<file path="config.mk">
export PLATFORM = sky130hd
export DESIGN_NAME = cpu_bus_seq
export DESIGN_NICKNAME = d
export VERILOG_FILES = /design/src/rtl/cpu_bus_seq_pkg.sv /design/src/rtl/cpu_bus_seq_addr_wrap.sv /design/src/rtl/cpu_bus_seq.sv
export SDC_FILE = /design/constraint.sdc
export NUM_CORES = 1
export LEC_CHECK = 0
export CORE_ASPECT_RATIO = 0.75
export CORE_MARGIN = 10
export CORE_UTILIZATION = 45
export DETAILED_ROUTE_END_ITERATION = 8
export GPL_TIMING_DRIVEN = 0
export PLACE_DENSITY = 0.71
export SYNTH_ARGS = -nofsm -noshare
export SYNTH_HDL_FRONTEND = slang
export SYNTH_SLANG_ARGS = --single-unit
export TNS_END_PERCENT = 1
</file>
<file path="constraint.sdc">
create_clock -name clk -period 5.2 [get_ports clk]
set_clock_uncertainty 0.05 [all_clocks]
set_input_delay 1.04 -clock clk [delete_from_list [all_inputs] [get_ports clk]]
set_output_delay 1.04 -clock clk [all_outputs]
set_load 0.05 [all_outputs]
</file>
<file path="src/rtl/cpu_bus_seq_pkg.sv">
// Shared definitions for the 65c816 byte-bus access sequencer.
// Address/data widths, wrap-mode encodings and sequencer states.
package cpu_bus_seq_pkg;

    localparam int CPU_ADDR_W = 24;
    localparam int CPU_DATA_W = 8;

    typedef enum logic [1:0] {
        WRAP_LIN  = 2'b00,
        WRAP_BANK = 2'b01,
        WRAP_PAGE = 2'b10,
        WRAP_RSVD = 2'b11
    } wrap_t;

    // Response cycle after accept: read L*(W+2)+1, write L*(W+1)+1, error 1
    typedef enum logic [1:0] {
        ST_IDLE    = 2'd0,
        ST_ACCESS  = 2'd1,
        ST_CAPTURE = 2'd2,
        ST_DONE    = 2'd3
    } state_t;

endpackage

</file>
<file path="src/rtl/cpu_bus_seq_addr_wrap.sv">
// Byte address generator honouring 65c816 linear, bank and page wrap.
// Purely combinational; reserved mode behaves as linear.
module cpu_addr_wrap
    import cpu_bus_seq_pkg::*;
#(
    parameter int ADDR_WIDTH = CPU_ADDR_W,
    parameter int OFF_WIDTH  = 2
) (
    input  logic [ADDR_WIDTH-1:0] base,
    input  logic [OFF_WIDTH-1:0]  offset,
    input  logic [1:0]            mode,
    output logic [ADDR_WIDTH-1:0] addr
);

    localparam logic [ADDR_WIDTH-1:0] BANK_M = ADDR_WIDTH'(32'h0000_FFFF);
    localparam logic [ADDR_WIDTH-1:0] PAGE_M = ADDR_WIDTH'(32'h0000_00FF);

    logic [ADDR_WIDTH-1:0] sum;

    always_comb begin
        sum = base + ADDR_WIDTH'(offset);
        unique case (wrap_t'(mode))
            WRAP_BANK: addr = (base & ~BANK_M) | (sum & BANK_M);
            WRAP_PAGE: addr = (base & ~PAGE_M) | (sum & PAGE_M);
            default:   addr = sum;
        endcase
    end

endmodule

</file>
<file path="src/rtl/cpu_bus_seq.sv">
// Multi-byte request sequencer onto the byte-wide external bus.
// One bus cycle per byte, little-endian read assembly, single response pulse.
module cpu_bus_seq
    import cpu_bus_seq_pkg::*;
#(
    parameter int DATA_WIDTH  = CPU_DATA_W,
    parameter int ADDR_WIDTH  = CPU_ADDR_W,
    parameter int MAX_BYTES   = 3,
    parameter int WAIT_STATES = 0
) (
    input  logic                            clk,
    input  logic                            rst,
    input  logic                            req_valid,
    output logic                            req_ready,
    input  logic                            req_write,
    input  logic [$clog2(MAX_BYTES+1)-1:0]  req_len,
    input  logic [ADDR_WIDTH-1:0]           req_addr,
    input  logic [1:0]                      req_wrap,
    input  logic [MAX_BYTES*DATA_WIDTH-1:0] req_wdata,
    output logic                            rsp_valid,
    output logic                            rsp_err,
    output logic [MAX_BYTES*DATA_WIDTH-1:0] rsp_rdata,
    input  logic [DATA_WIDTH-1:0]           data_in,
    output logic                            re,
    output logic                            we,
    output logic [ADDR_WIDTH-1:0]           addr,
    output logic [DATA_WIDTH-1:0]           data_out
);

    localparam int LW = $clog2(MAX_BYTES+1);
    localparam int BW = MAX_BYTES*DATA_WIDTH;

    state_t                state;
    logic                  wr_q;
    logic [LW-1:0]         len_q;
    logic [LW-1:0]         idx;
    logic [ADDR_WIDTH-1:0] base_q;
    logic [1:0]            wrap_q;
    logic [BW-1:0]         wdata_q;
    logic [3:0]            ws;

    logic [LW-1:0]         nxt_idx;
    logic [ADDR_WIDTH-1:0] wrap_base;
    logic [ADDR_WIDTH-1:0] wrap_addr;
    logic [1:0]            wrap_mode;
    logic [BW-1:0]         wsrc;
    logic [DATA_WIDTH-1:0] byte_sel;
    logic                  last;
    logic                  strobe_end;
    logic                  len_ok;

    assign req_ready = (state == ST_IDLE);

    // In IDLE the generator looks at the incoming request so byte 0 is ready at accept
    always_comb begin
        len_ok     = (req_len != '0) && (32'(req_len) <= 32'(MAX_BYTES));
        last       = (idx == len_q - LW'(1));
        strobe_end = (ws == 4'(WAIT_STATES));
        nxt_idx    = idx + LW'(1);
        wrap_base  = base_q;
        wrap_mode  = wrap_q;
        wsrc       = wdata_q;
        if (state == ST_IDLE) begin
            nxt_idx   = '0;
            wrap_base = req_addr;
            wrap_mode = req_wrap;
            wsrc      = req_wdata;
        end
        byte_sel = DATA_WIDTH'(wsrc >> (nxt_idx * DATA_WIDTH));
    end

    cpu_addr_wrap #(
        .ADDR_WIDTH (ADDR_WIDTH),
        .OFF_WIDTH  (LW)
    ) u_wrap (
        .base   (wrap_base),
        .offset (nxt_idx),
        .mode   (wrap_mode),
        .addr   (wrap_addr)
    );

    always_ff @(posedge clk or negedge rst) begin
        if (!rst) begin
            state     <= ST_IDLE;
            wr_q      <= 1'b0;
            len_q     <= '0;
            idx       <= '0;
            base_q    <= '0;
            wrap_q    <= '0;
            wdata_q   <= '0;
            ws        <= '0;
            re        <= 1'b0;
            we        <= 1'b0;
            addr      <= '0;
            data_out  <= '0;
            rsp_valid <= 1'b0;
            rsp_err   <= 1'b0;
            rsp_rdata <= '0;
        end else begin
            unique case (state)
                ST_IDLE: begin
                    if (req_valid) begin
                        wr_q      <= req_write;
                        len_q     <= req_len;
                        base_q    <= req_addr;
                        wrap_q    <= req_wrap;
                        wdata_q   <= req_wdata;
                        idx       <= '0;
                        ws        <= '0;
                        rsp_rdata <= '0;
                        if (len_ok) begin
                            state    <= ST_ACCESS;
                            rsp_err  <= 1'b0;
                            re       <= !req_write;
                            we       <= req_write;
                            addr     <= wrap_addr;
                            data_out <= req_write ? byte_sel : '0;
                        end else begin
                            state     <= ST_DONE;
                            rsp_err   <= 1'b1;
                            rsp_valid <= 1'b1;
                        end
                    end
                end
                ST_ACCESS: begin
                    if (!strobe_end) begin
                        ws <= ws + 4'd1;
                    end else begin
                        ws <= '0;
                        if (!wr_q) begin
                            re    <= 1'b0;
                            state <= ST_CAPTURE;
                        end else if (last) begin
                            we        <= 1'b0;
                            state     <= ST_DONE;
                            rsp_valid <= 1'b1;
                        end else begin
                            idx      <= nxt_idx;
                            addr     <= wrap_addr;
                            data_out <= byte_sel;
                        end
                    end
                end
                ST_CAPTURE: begin
                    rsp_rdata <= rsp_rdata | (BW'(data_in) << (idx * DATA_WIDTH));
                    if (last) begin
                        state     <= ST_DONE;
                        rsp_valid <= 1'b1;
                    end else begin
                        idx   <= nxt_idx;
                        re    <= 1'b1;
                        addr  <= wrap_addr;
                        state <= ST_ACCESS;
                    end
                end
                ST_DONE: begin
                    rsp_valid <= 1'b0;
                    state     <= ST_IDLE;
                end
            endcase
        end
    end

endmodule

</file>
==> results of run 1 <==
-- metal layers --
metal | global-route usage | share of wire
met5 | 0 | 0.00053
met1 | 0.2569 | 0.44
met2 | 0.3148 | 0.48
met3 | 0.06037 | 0.073
met4 | 0.04953 | 0.011
-- state kept, by name (all words and copies together), names as in the netlist, 2 cells and up --
name,count
ws,4
wrap_q,2
data_out,8
addr,24
rsp_rdata,24
idx,2
base_q,24
len_q,2
wdata_q,24
state,2
-- worst register-to-register path, stage by stage, from the launching register on --
cell and delay (ps):
dfrtp_1 460, inv_1 120, ha_1 310, buf_6 200
buf_6 160, buf_2 320, buf_2 330, buf_2 330
mux2_2 210, ha_1 190, inv_1 70, fa_1 450
nand4bb_1 300, a222oi_1 370, buf_4 200, buf_4 180
nand4_1 130, mux2i_1 210, a21oi_1 90
-- cell families after synthesis --
| kind of cell | share of synthesized area |
|---|---|
| buffers and inverters | 0.03408 |
| flip-flops | 0.4740 |
| AO/OA/AOI/OAI | 0.1438 |
| adder cells (fa/ha/maj) | 0.02468 |
| XOR/XNOR | 0.01077 |
| multiplexers | 0.1671 |
| AND/OR/NAND/NOR | 0.1455 |
-- report_power, final --
part	total [mW]	internal, mW	switching (mW)	leakage (nW)
clock network	1.36	0.903	0.455	0.321
logic	3.95	1.52	2.43	1.85
registers	1.72	1.42	0.304	1.48
-- stage by stage --
step / hold slack [ps] / TNS (ps) / cells
6_report: 427.4 / 0 / 936
3_3_place_gp: 413.3 / -196620 / 902
4_1_cts: 436.7 / 0 / 935
5_1_grt: 451.6 / 0 / 936
2_1_floorplan: 425.4 / 0 / 603
3_5_place_dp: 424.1 / 0 / 903
-- placed cells by master (no fill, tap or decap), drive strengths merged, types with 8 or more instances in the layout --
cell,netlist,layout
clkdlybuf4s50,0,123
nand2,38,38
nand4,11,11
a211oi,8,8
a21oi,53,53
dfrtp,121,121
buf,23,26
nor3,13,13
nand3,14,14
clkbuf,6,24
mux2i,23,23
inv,17,19
ha,11,11
mux2,74,74
o21ai,16,16
nor2,74,74
-- how the worst max path moves through the flow --
stage / start / endpoint / slack (ps) / cells past startpoint
after floorplan: state[0] / addr[10] / 1110 / 17
after global placement: rst / addr[20] / -1640 / 1
after detailed placement: state[0] / addr[20] / 260 / 17
after CTS: state[0] / addr[20] / 230 / 17
after global routing: state[0] / addr[20] / 170 / 18
final: state[0] / addr[20] / 420 / 18
-- layout make-up --
type                       instances  area (sq um)
fill                            1121          5239
clock inverter                    14         244.0
timing repair buffer             126          1277
sequential                       121          3028
tap                              175         219.0
clock buffer                      18         429.2
buffer                            29         153.9
inverter                          17         63.81
multi-input combinational        436          3142
-- what timing repair did --
| action | 4_1_cts | 5_1_grt |
|---|---|---|
| buffers inserted | 0 | 1 |
| resized for setup | 0 | 0 |
| setup endpoints to repair | 0 | 5 |
| hold buffers | 0 | 0 |
==> tab_implementation.tex, run 1 <==
\begin{tabular}{lr}
\hline
Metric & Value \\
\hline
\multicolumn{2}{l}{\textbf{Clocking}} \\
Number of sinks handled by clock tree synthesis & 121 \\
TritonCTS Buffers & 17 \\
Clock tree buffer depth & 2 \\
Master cell of the clock root buffer & clkbuf\_16 \\
TritonCTS clock tree & yes \\
CTS clock-pin slew for the worst setup and hold paths & 60 ps \\
H-tree lvl count & 4 \\
Clock latency at the later pin of the worst-skew pair & around 420 ps \\
\multicolumn{2}{l}{\textbf{Critical path}} \\
CP Capture Type & register \\
Setup slack of the most critical reg-to-reg path & roughly 420 ps \\
Type of element launching the critical path & register \\
Worst-case reg-to-reg path depth & 18 \\
Data arrival time of the critical path & 5030 ps \\
Capturing point of the worst reg2reg path & addr[20] \\
Required time at the worst-slack endpoint & 5450 ps \\
Critical path class & reg2reg \\
Most used cell, CP & buf\_2 \\
Delay contributed by the slowest stage of the critical path & about 460 ps \\
Maximum fanout encountered on the critical timing path & 10 \\
Crit-path leading delay family & buffers and inverters \\
Count of buffering cells on the critical path with inverters included & 9 \\
Worst flop-to-flop path startpoint & state[0] \\
Cells along the critical path & inv\_1, ha\_1, buf\_6, buf\_6, buf\_2, buf\_2, buf\_2, mux2\_2, ha\_1, inv\_1, fa\_1, nand4bb\_1, a222oi\_1, buf\_4, buf\_4, nand4\_1, mux2i\_1, a21oi\_1 \\
Cell at the slowest stage of the critical path & dfrtp\_1 \\
\multicolumn{2}{l}{\textbf{STA}} \\
Fin crit period & 4780 ps \\
Worst slew pin tran & between 700 and 800 ps \\
Post-route clock period utilization & 0.9191 \\
Slew headroom & 0.5190 \\
Setup violations, final & 0 \\
Top achievable clock speed & 209.2 MHz \\
Pins over their slew limit & 0 \\
Fin worst setup slack & $\sim$420 ps \\
RSZ-0062 raised after global routing & no \\
Final hold vios & 0 \\
\multicolumn{2}{l}{\textbf{Synth}} \\
Post-synthesis instance area & 6387 sq um \\
Most instantiated library cell after synthesis & dfrtp\_1 \\
Post-Synthesis Net Count & between 600 and 700 \\
Mean post-synth cell area & 10.59 sq um \\
Largest cells by area after synthesis & dfrtp\_1 47\%, mux2\_2 13\%, nor2\_1 4.3\%, a21oi\_1 4.1\%, mux2i\_1 3.4\% \\
Dominant synthesized flop cell & dfrtp\_1 \\
Number of distinct library cells after synthesis & 67 \\
Total number of yosys warnings & 0 \\
Synth top area share & 0.4740 \\
Sequential-to-total area share from yosys stat & 0.4740 \\
Number of synthesized flops with an enable pin & 0 \\
Flip-flop and latch count after synthesis & 121 \\
Leading post-synthesis cells by instance count & 121 x dfrtp\_1, 74 x mux2\_2, 74 x nor2\_1 \\
Gate Count Post-Synth & between 600 and 700 \\
Cell type with the highest aggregate area in the netlist & dfrtp\_1 \\
Fraction of synthesis flops using an asynchronous set or reset pin & 1.000 \\
\multicolumn{2}{l}{\textbf{Detailed routing}} \\
DRC violations left & 0 \\
Vias after detailed routing & 5326 \\
Number of routed nets with antenna violations & 0 \\
Number of iterations in the first detailed-routing pass & 6 \\
Vias per Instance & about 5.7 \\
Routed length per instance & 20.30 um \\
Final wirelength & 19.00 mm \\
DRC marker count from the first detailed-route iteration & 365 \\
\multicolumn{2}{l}{\textbf{Worst hold path}} \\
Cell count of the worst hold path & 2 \\
Class of the most critical hold timing path & reg2reg \\
Worst hold start & addr[1] \\
End point of the worst hold path & addr[1] \\
\multicolumn{2}{l}{\textbf{Global routing}} \\
Antenna violations before repair & 1 \\
Number of global-route vias before repair & 5598 \\
Pin count of the biggest net entering global routing & 78 \\
Global Route Usage Sum & 0.1970 \\
First-pass GRT wire length & 30.24 mm \\
Overflow after GRT & 0 \\
\multicolumn{2}{l}{\textbf{Floorplan}} \\
Floorplan Core Area & approximately 14000 sq um \\
Initial core utilization & 0.4630 \\
Top-level port count & roughly 130 \\
Die Span X & approximately 160 um \\
Vertical die dimension & 123.2 um \\
Total Die Area & 19410 sq um \\
Core Rows & 37 \\
\multicolumn{2}{l}{\textbf{Layout}} \\
Post-route standard cell area excluding fillers & 8557 sq um \\
Final core utilization & 0.6203 \\
Share of layout cells above drive strength 1 & 0.1971 \\
NumNets Final & 824 \\
Synth-to-layout area growth & 33.97\% \\
Antenna fix cells & 0 \\
\multicolumn{2}{l}{\textbf{Power}} \\
Maximum vdd drop & 375.6 uV \\
Power density of the placed cells & 821.8 nW/um\^{}2 \\
Final Total Pwr & 7.032 mW \\
Static leakage & 3.648 nW \\
\multicolumn{2}{l}{\textbf{Placed design}} \\
Worst setup timing slack at the placement stage & 256.2 ps \\
Area after DPL & between 7000 and 8000 sq um \\
Port bufs & 124 \\
HPWL after DPL & 14.05 mm \\
Routability-driven placement congestion ratio & 0.9094 \\
\multicolumn{2}{l}{\textbf{Job}} \\
Max Cap Violations & 0 \\
\multicolumn{2}{l}{\textbf{Outcome}} \\
Status & completed \\
\hline
\end{tabular}
(Power assumes the default switching activity.)
==> run 2: changes to the inputs <==
GPL_TIMING_DRIVEN = default   (was 0)
SKIP_CTS_REPAIR_TIMING = 1   (was default)
clock period = 4.4 ns   (was 5.2 ns; I/O delays follow)
==> run 2 against run 1 <==
  * Routed wire length decreased by 8.0%
  * Critical path type unchanged
  * Final cell count fell by 2.5%
  * Combinational power rose by 13%
  * Sequential power grew 20%
  * Non-clock buffer count is 23 lower
  * First-iteration DRC count increased by 15%
  * Critical endpoint is now addr[22]
  * Sequential cell count is the same
  * Via count shrank 2.2%
  * Clock-buffer cell count is 5 higher
==> tab_implementation.tex, run 2 (same netlist as run 1, synthesis figures left out) <==
\begin{tabular}{lr}
\hline
Metric & Value \\
\hline
\multicolumn{2}{l}{\textbf{Floorplan}} \\
Initial core utilization & 0.4630 (unchanged) \\
Vertical die dimension & 123.2 um (unchanged) \\
Die Span X & 157.6 um (unchanged) \\
Core Rows & 37 (unchanged) \\
Floorplan Core Area & 13800 sq um (unchanged) \\
Top-level port count & 125 (unchanged) \\
Total Die Area & 19410 sq um (unchanged) \\
\multicolumn{2}{l}{\textbf{STA}} \\
Final total negative setup slack & 0 ps (unchanged) \\
Worst slew pin tran & 826.3 ps (was 701.4 ps) \\
Top achievable clock speed & 260.3 MHz (was 209.2 MHz) \\
Fin Hold WS & 428.5 ps (was 427.4 ps) \\
Setup violations, final & 0 (unchanged) \\
Post-route clock period utilization & 0.8733 (was 0.9191) \\
RSZ-0062 raised after global routing & no (unchanged) \\
Fin crit period & 3842 ps (was 4780 ps) \\
Slew headroom & 0.4492 (was 0.5190) \\
Pins over their slew limit & 0 (unchanged) \\
Final hold vios & 0 (unchanged) \\
\multicolumn{2}{l}{\textbf{Worst hold path}} \\
Cell count of the worst hold path & 2 (unchanged) \\
End point of the worst hold path & addr[0] (was addr[1]) \\
Class of the most critical hold timing path & reg2reg (unchanged) \\
Worst hold start & addr[0] (was addr[1]) \\
\multicolumn{2}{l}{\textbf{Detailed routing}} \\
Vias after detailed routing & 5208 (was 5326) \\
Vias per Instance & 5.704 (was 5.690) \\
Number of routed nets with antenna violations & 0 (unchanged) \\
Final wirelength & 17.48 mm (was 19.00 mm) \\
DRC violations left & 0 (unchanged) \\
Number of iterations in the first detailed-routing pass & 5 (was 6) \\
DRC marker count from the first detailed-route iteration & 421 (was 365) \\
Routed length per instance & 19.14 um (was 20.30 um) \\
\multicolumn{2}{l}{\textbf{Power}} \\
Switching part of the total & 0.4483 (was 0.4534) \\
Cell internal pwr & 4.419 mW (was 3.844 mW) \\
Static leakage & 3.547 nW (was 3.648 nW) \\
Maximum vdd drop & 418.3 uV (was 375.6 uV) \\
Net Sw Power & 3.590 mW (was 3.188 mW) \\
Final Total Pwr & 8.009 mW (was 7.032 mW) \\
Logic pwr share & 0.560 (was 0.562) \\
Clock share of power & 0.183 (was 0.193) \\
Power density of the placed cells & 954.7 nW/um\^{}2 (was 821.8 nW/um\^{}2) \\
Power share of the sequential group & 0.257 (was 0.245) \\
\multicolumn{2}{l}{\textbf{Layout}} \\
Share of layout cells above drive strength 1 & 0.1789 (was 0.1971) \\
Fillers & 1124 (was 1121) \\
Most frequent cells in the layout & 123 x clkdlybuf4s50\_1, 121 x dfrtp\_1, 74 x mux2\_2, 74 x nor2\_1, 52 x a21oi\_1 (unchanged) \\
Synth-to-layout area growth & 31.34\% (was 33.97\%) \\
NumNets Final & 801 (was 824) \\
Antenna fix cells & 0 (unchanged) \\
Most common library cell in the layout ignoring fill and taps & clkdlybuf4s50\_1 (unchanged) \\
\multicolumn{2}{l}{\textbf{Global routing}} \\
Pin count of the biggest net entering global routing & 66 (was 78) \\
Overflow after GRT & 0 (unchanged) \\
Antenna violations before repair & 1 (unchanged) \\
Global Route Usage Sum & 0.1815 (was 0.1970) \\
First-pass GRT wire length & 28.12 mm (was 30.24 mm) \\
Number of global-route vias before repair & 5415 (was 5598) \\
\multicolumn{2}{l}{\textbf{Clocking}} \\
Clock latency at the later pin of the worst-skew pair & 410 ps (was 420 ps) \\
CTS clock-pin slew for the worst setup and hold paths & 50 ps (was 60 ps) \\
TritonCTS clock tree & yes (unchanged) \\
Master cell of the clock root buffer & clkbuf\_16 (unchanged) \\
TritonCTS Buffers & 17 (unchanged) \\
H-tree lvl count & 4 (unchanged) \\
Clock tree buffer depth & 2 (unchanged) \\
Number of sinks handled by clock tree synthesis & 121 (unchanged) \\
\multicolumn{2}{l}{\textbf{Job}} \\
Max Cap Violations & 0 (unchanged) \\
\multicolumn{2}{l}{\textbf{Critical path}} \\
Worst flop-to-flop path startpoint & state[0] (unchanged) \\
Required time at the worst-slack endpoint & 4650 ps (was 5450 ps) \\
Worst-case reg-to-reg path depth & 12 (was 18) \\
Data arrival time of the critical path & 4090 ps (was 5030 ps) \\
CP Capture Type & register (unchanged) \\
Critical path class & reg2reg (unchanged) \\
Setup crit start & state[0] (unchanged) \\
Type of element launching the critical path & register (unchanged) \\
Capturing point of the worst reg2reg path & addr[22] (was addr[20]) \\
Setup slack of the most critical reg-to-reg path & 560 ps (was 420 ps) \\
Maximum fanout encountered on the critical timing path & 54 (was 10) \\
\multicolumn{2}{l}{\textbf{Placed design}} \\
Port bufs & 124 (unchanged) \\
HPWL after DPL & 12.65 mm (was 14.05 mm) \\
Routability-driven placement congestion ratio & 0.8742 (was 0.9094) \\
\multicolumn{2}{l}{\textbf{Outcome}} \\
Status & completed (unchanged) \\
\hline
\end{tabular}
## run 2: cell count changes in the layout (fill, tap and decap cells not counted), sizes merged
cell      previous run  this run
buf                 26         9
inv                 19        17
clkinv               4         5
clkinvlp             2         0
clkbuf              24        23
bufinv               6         4
## run 2: worst max path at each step
stage | depth (start not counted) | end
3_3_place_gp | 11 | addr[22]
3_5_place_dp | 11 | addr[22]
6_report | 12 | addr[22]
5_1_grt | 12 | addr[22]
4_1_cts | 12 | addr[22]
2_1_floorplan | 17 | addr[10]
## run 2: metrics by stage
stage / setup WS, ps / util / area, sq um / std cells
after floorplan: 308.9 / - / 6387 / 603
after global placement: 685.9 / 0.5637 / 7776 / 881
after detailed placement: 571.2 / 0.5637 / 7776 / 881
after CTS: 601.7 / 0.6081 / 8389 / 913
after global routing: 401.5 / 0.6081 / 8389 / 913
final: 557.6 / 0.6081 / 8389 / 913
## run 2: critical path: stages, from the launching register on
cell and delay [ps]:
dfrtp_1 450, inv_1 150, ha_4 560, mux2_2 270
ha_1 180, inv_1 70, fa_1 440, nand4b_1 290
a222oi_1 410, buf_4 260, nand4_1 140, mux2i_1 160
mux2_2 270
## run 2: area by class of cell
type,count,area (sq um),share of cell area
timing repair buffer,132,1311,0.1563
sequential,121,3028,0.3609
clock inverter,9,145.1,0.01730
multi-input combinational,436,3154,0.3760
tap,175,219.0,0.02610
inverter,17,63.81,0.007606
clock buffer,23,467.9,0.05578
## run 2: layer usage
metal	vias up	global-route usage	share of wire
met1	2612	0.2319	0.44
met2	147	0.2884	0.48
met4	2	0.06876	0.015
li1	2420	-	-
met3	27	0.05170	0.060
met5	-	0	0.00051
## run 2: power by group through the flow
stage / Clock, mW / Sequential, mW / Combinational [mW]
2_1_floorplan: 0 / 2.86 / 2.40
3_3_place_gp: 0 / 2.04 / 4.36
3_5_place_dp: 0 / 2.07 / 4.47
4_1_cts: 1.48 / 2.06 / 4.50
5_1_grt: 1.53 / 2.14 / 4.82
6_report: 1.46 / 2.06 / 4.48
==> run 3: changes to the inputs <==
clock period = 3.65 ns   (was 4.4 ns; I/O delays follow)
==> run 3 against run 2 <==
  * Combinational power increased by 25%
  * Core utilization up 0.44 points
  * Final area is 0.73% higher
  * Sequential power up 20%
  * Sequential share of layout area fell by 0.26 points
  * Global-route usage increased by 0.81 points
  * Setup slack got worse by 130 ps
  * Routed wire length increased by 3.3%
  * Critical path depth shrank 2
  * Sequential cell count unchanged
  * Critical path type unchanged
  * Largest power group unchanged
==> tab_implementation.tex, run 3 (same netlist as run 1, synthesis figures left out) <==
\begin{tabular}{lr}
\hline
Metric & Value \\
\hline
\multicolumn{2}{l}{\textbf{Power}} \\
Static leakage & 3.572 nW (was 3.547 nW) \\
Power density of the placed cells & 1155 nW/um\^{}2 (was 954.7 nW/um\^{}2) \\
Maximum vdd drop & 637.9 uV (was 418.3 uV) \\
Final Total Pwr & 9.756 mW (was 8.009 mW) \\
\multicolumn{2}{l}{\textbf{Detailed routing}} \\
DRC violations left & 0 (unchanged) \\
Number of iterations in the first detailed-routing pass & 5 (unchanged) \\
DRC marker count from the first detailed-route iteration & 416 (was 421) \\
Routed length per instance & 19.60 um (was 19.14 um) \\
Final wirelength & 18.05 mm (was 17.48 mm) \\
Vias per Instance & 5.724 (was 5.704) \\
Vias after detailed routing & 5272 (was 5208) \\
Number of routed nets with antenna violations & 0 (unchanged) \\
\multicolumn{2}{l}{\textbf{Critical path}} \\
Critical path class & reg2reg (unchanged) \\
CP Capture Type & register (unchanged) \\
Delay contributed by the slowest stage of the critical path & 500 ps (was 560 ps) \\
Cell at the slowest stage of the critical path & fa\_2 (was ha\_4) \\
Data arrival time of the critical path & 3460 ps (was 4090 ps) \\
Maximum fanout encountered on the critical timing path & 13 (was 54) \\
Required time at the worst-slack endpoint & 3890 ps (was 4650 ps) \\
Type of element launching the critical path & register (unchanged) \\
Setup slack of the most critical reg-to-reg path & 420 ps (was 560 ps) \\
Cells along the critical path & inv\_1, ha\_4, a21o\_1, fa\_2, nand4bb\_1, a222oi\_1, buf\_4, nand4\_1, mux2i\_1, mux2\_2 (was inv\_1, ha\_4, mux2\_2, ha\_1, inv\_1, fa\_1, nand4b\_1, a222oi\_1, buf\_4, nand4\_1, mux2i\_1, mux2\_2) \\
\multicolumn{2}{l}{\textbf{Global routing}} \\
Number of global-route vias before repair & 5532 (was 5415) \\
Pin count of the biggest net entering global routing & 68 (was 66) \\
Global Route Usage Sum & 0.1895 (was 0.1815) \\
Antenna violations before repair & 0 (was 1) \\
Overflow after GRT & 0 (unchanged) \\
First-pass GRT wire length & 29.39 mm (was 28.12 mm) \\
\multicolumn{2}{l}{\textbf{Floorplan}} \\
Die Span X & 157.6 um (unchanged) \\
Core Rows & 37 (unchanged) \\
Floorplan Core Area & 13800 sq um (unchanged) \\
Initial core utilization & 0.4630 (unchanged) \\
Top-level port count & 125 (unchanged) \\
Total Die Area & 19410 sq um (unchanged) \\
Vertical die dimension & 123.2 um (unchanged) \\
\multicolumn{2}{l}{\textbf{STA}} \\
Final total negative setup slack & 0 ps (unchanged) \\
Setup violations, final & 0 (unchanged) \\
RSZ-0062 raised after global routing & no (unchanged) \\
Final hold vios & 0 (unchanged) \\
Pins over their slew limit & 0 (unchanged) \\
Top achievable clock speed & 310.0 MHz (was 260.3 MHz) \\
Fin crit period & 3225 ps (was 3842 ps) \\
Worst slew pin tran & 872.4 ps (was 826.3 ps) \\
Post-route clock period utilization & 0.8837 (was 0.8733) \\
Fin worst setup slack & 424.6 ps (was 557.6 ps) \\
Slew headroom & 0.4184 (was 0.4492) \\
\multicolumn{2}{l}{\textbf{Clocking}} \\
Clock tree buffer depth & 2 (unchanged) \\
Master cell of the clock root buffer & clkbuf\_16 (unchanged) \\
H-tree lvl count & 4 (unchanged) \\
Number of sinks handled by clock tree synthesis & 121 (unchanged) \\
CTS clock-pin slew for the worst setup and hold paths & 60 ps (was 50 ps) \\
TritonCTS Buffers & 17 (unchanged) \\
TritonCTS clock tree & yes (unchanged) \\
Clock latency at the later pin of the worst-skew pair & 400 ps (was 410 ps) \\
\multicolumn{2}{l}{\textbf{Placed design}} \\
HPWL after DPL & 13.23 mm (was 12.65 mm) \\
Worst setup timing slack at the placement stage & 201.8 ps (was 571.2 ps) \\
Routability-driven placement congestion ratio & 0.9226 (was 0.8742) \\
Port bufs & 124 (unchanged) \\
Dpl cells & 890 (was 881) \\
\multicolumn{2}{l}{\textbf{Layout}} \\
Fillers & 1118 (was 1124) \\
Share of layout cells above drive strength 1 & 0.1930 (was 0.1789) \\
Most frequent cells in the layout & 123 x clkdlybuf4s50\_1, 121 x dfrtp\_1, 74 x mux2\_2, 74 x nor2\_1, 52 x a21oi\_1 (unchanged) \\
Synth-to-layout area growth & 32.30\% (was 31.34\%) \\
Number of cells in the finished layout apart from fillers & 921 (was 913) \\
NumNets Final & 810 (was 801) \\
Antenna fix cells & 0 (unchanged) \\
Most common library cell in the layout ignoring fill and taps & clkdlybuf4s50\_1 (unchanged) \\
\multicolumn{2}{l}{\textbf{Job}} \\
Max Cap Violations & 0 (unchanged) \\
\multicolumn{2}{l}{\textbf{Outcome}} \\
Status & completed (unchanged) \\
\multicolumn{2}{l}{\textbf{Worst hold path}} \\
Class of the most critical hold timing path & in2async (was reg2reg) \\
\hline
\end{tabular}
## run 3: cell types whose count changed in the layout (fill, tap and decap cells not counted), sizes merged
cell,previous run,this run
clkbuf,23,20
clkinvlp,0,4
bufinv,4,3
clkinv,5,4
buf,9,18
## run 3: where the power goes
group          internal (mW)  total (mW)  leakage [nW]  switching (mW)
sequential              2.02        2.47          1.48           0.448
clock                   1.11        1.71         0.284           0.601
combinational           2.20        5.58          1.81            3.38
total                   5.33        9.76          3.57            4.43
## run 3: final timing paths
path,cells past startpoint,start,to
min,1,rst,wdata_q[13]
max,10,state[0],addr[22]
max reg2reg,10,state[0],addr[22]
min reg2reg,2,addr[7],addr[7]
max in group asynchronous,2,rst,addr[14]
min in group clk,2,addr[7],addr[7]
## run 3: per-stage QoR
step,hold WS [ps],instance area [sq um],util
after floorplan,384.4,6410,-
after global placement,414.1,7846,0.5687
after detailed placement,426.3,7846,0.5687
after CTS,424.0,8451,0.6126
after global routing,450.3,8451,0.6126
final,394.5,8451,0.6126
## run 3: cell type report
class | count | area, sq um | area share
timing repair buffer | 141 | 1379 | 0.1632
tap | 175 | 219.0 | 0.02591
clock inverter | 11 | 147.6 | 0.01747
clock buffer | 20 | 456.7 | 0.05404
multi-input combinational | 436 | 3157 | 0.3736
sequential | 121 | 3028 | 0.3583
inverter | 17 | 63.81 | 0.007551
## run 3: critical path, delay by kind of cell, from the launching register on
family / cells / cell delay [ps]
mux: 2 / 400
fa+ha+maj: 2 / 740
simple gates: 2 / 360
compound gates: 2 / 700
flops: 1 / 460
buf+inv: 2 / 380
## run 3: layer usage
metal | vias to the layer above | share of wire | global-route usage
li1 | 2423 | - | -
met1 | 2634 | 0.44 | 0.2447
met2 | 201 | 0.45 | 0.2902
met3 | 14 | 0.097 | 0.07772
met4 | 0 | 0.0062 | 0.04953
met5 | - | 0 | 0
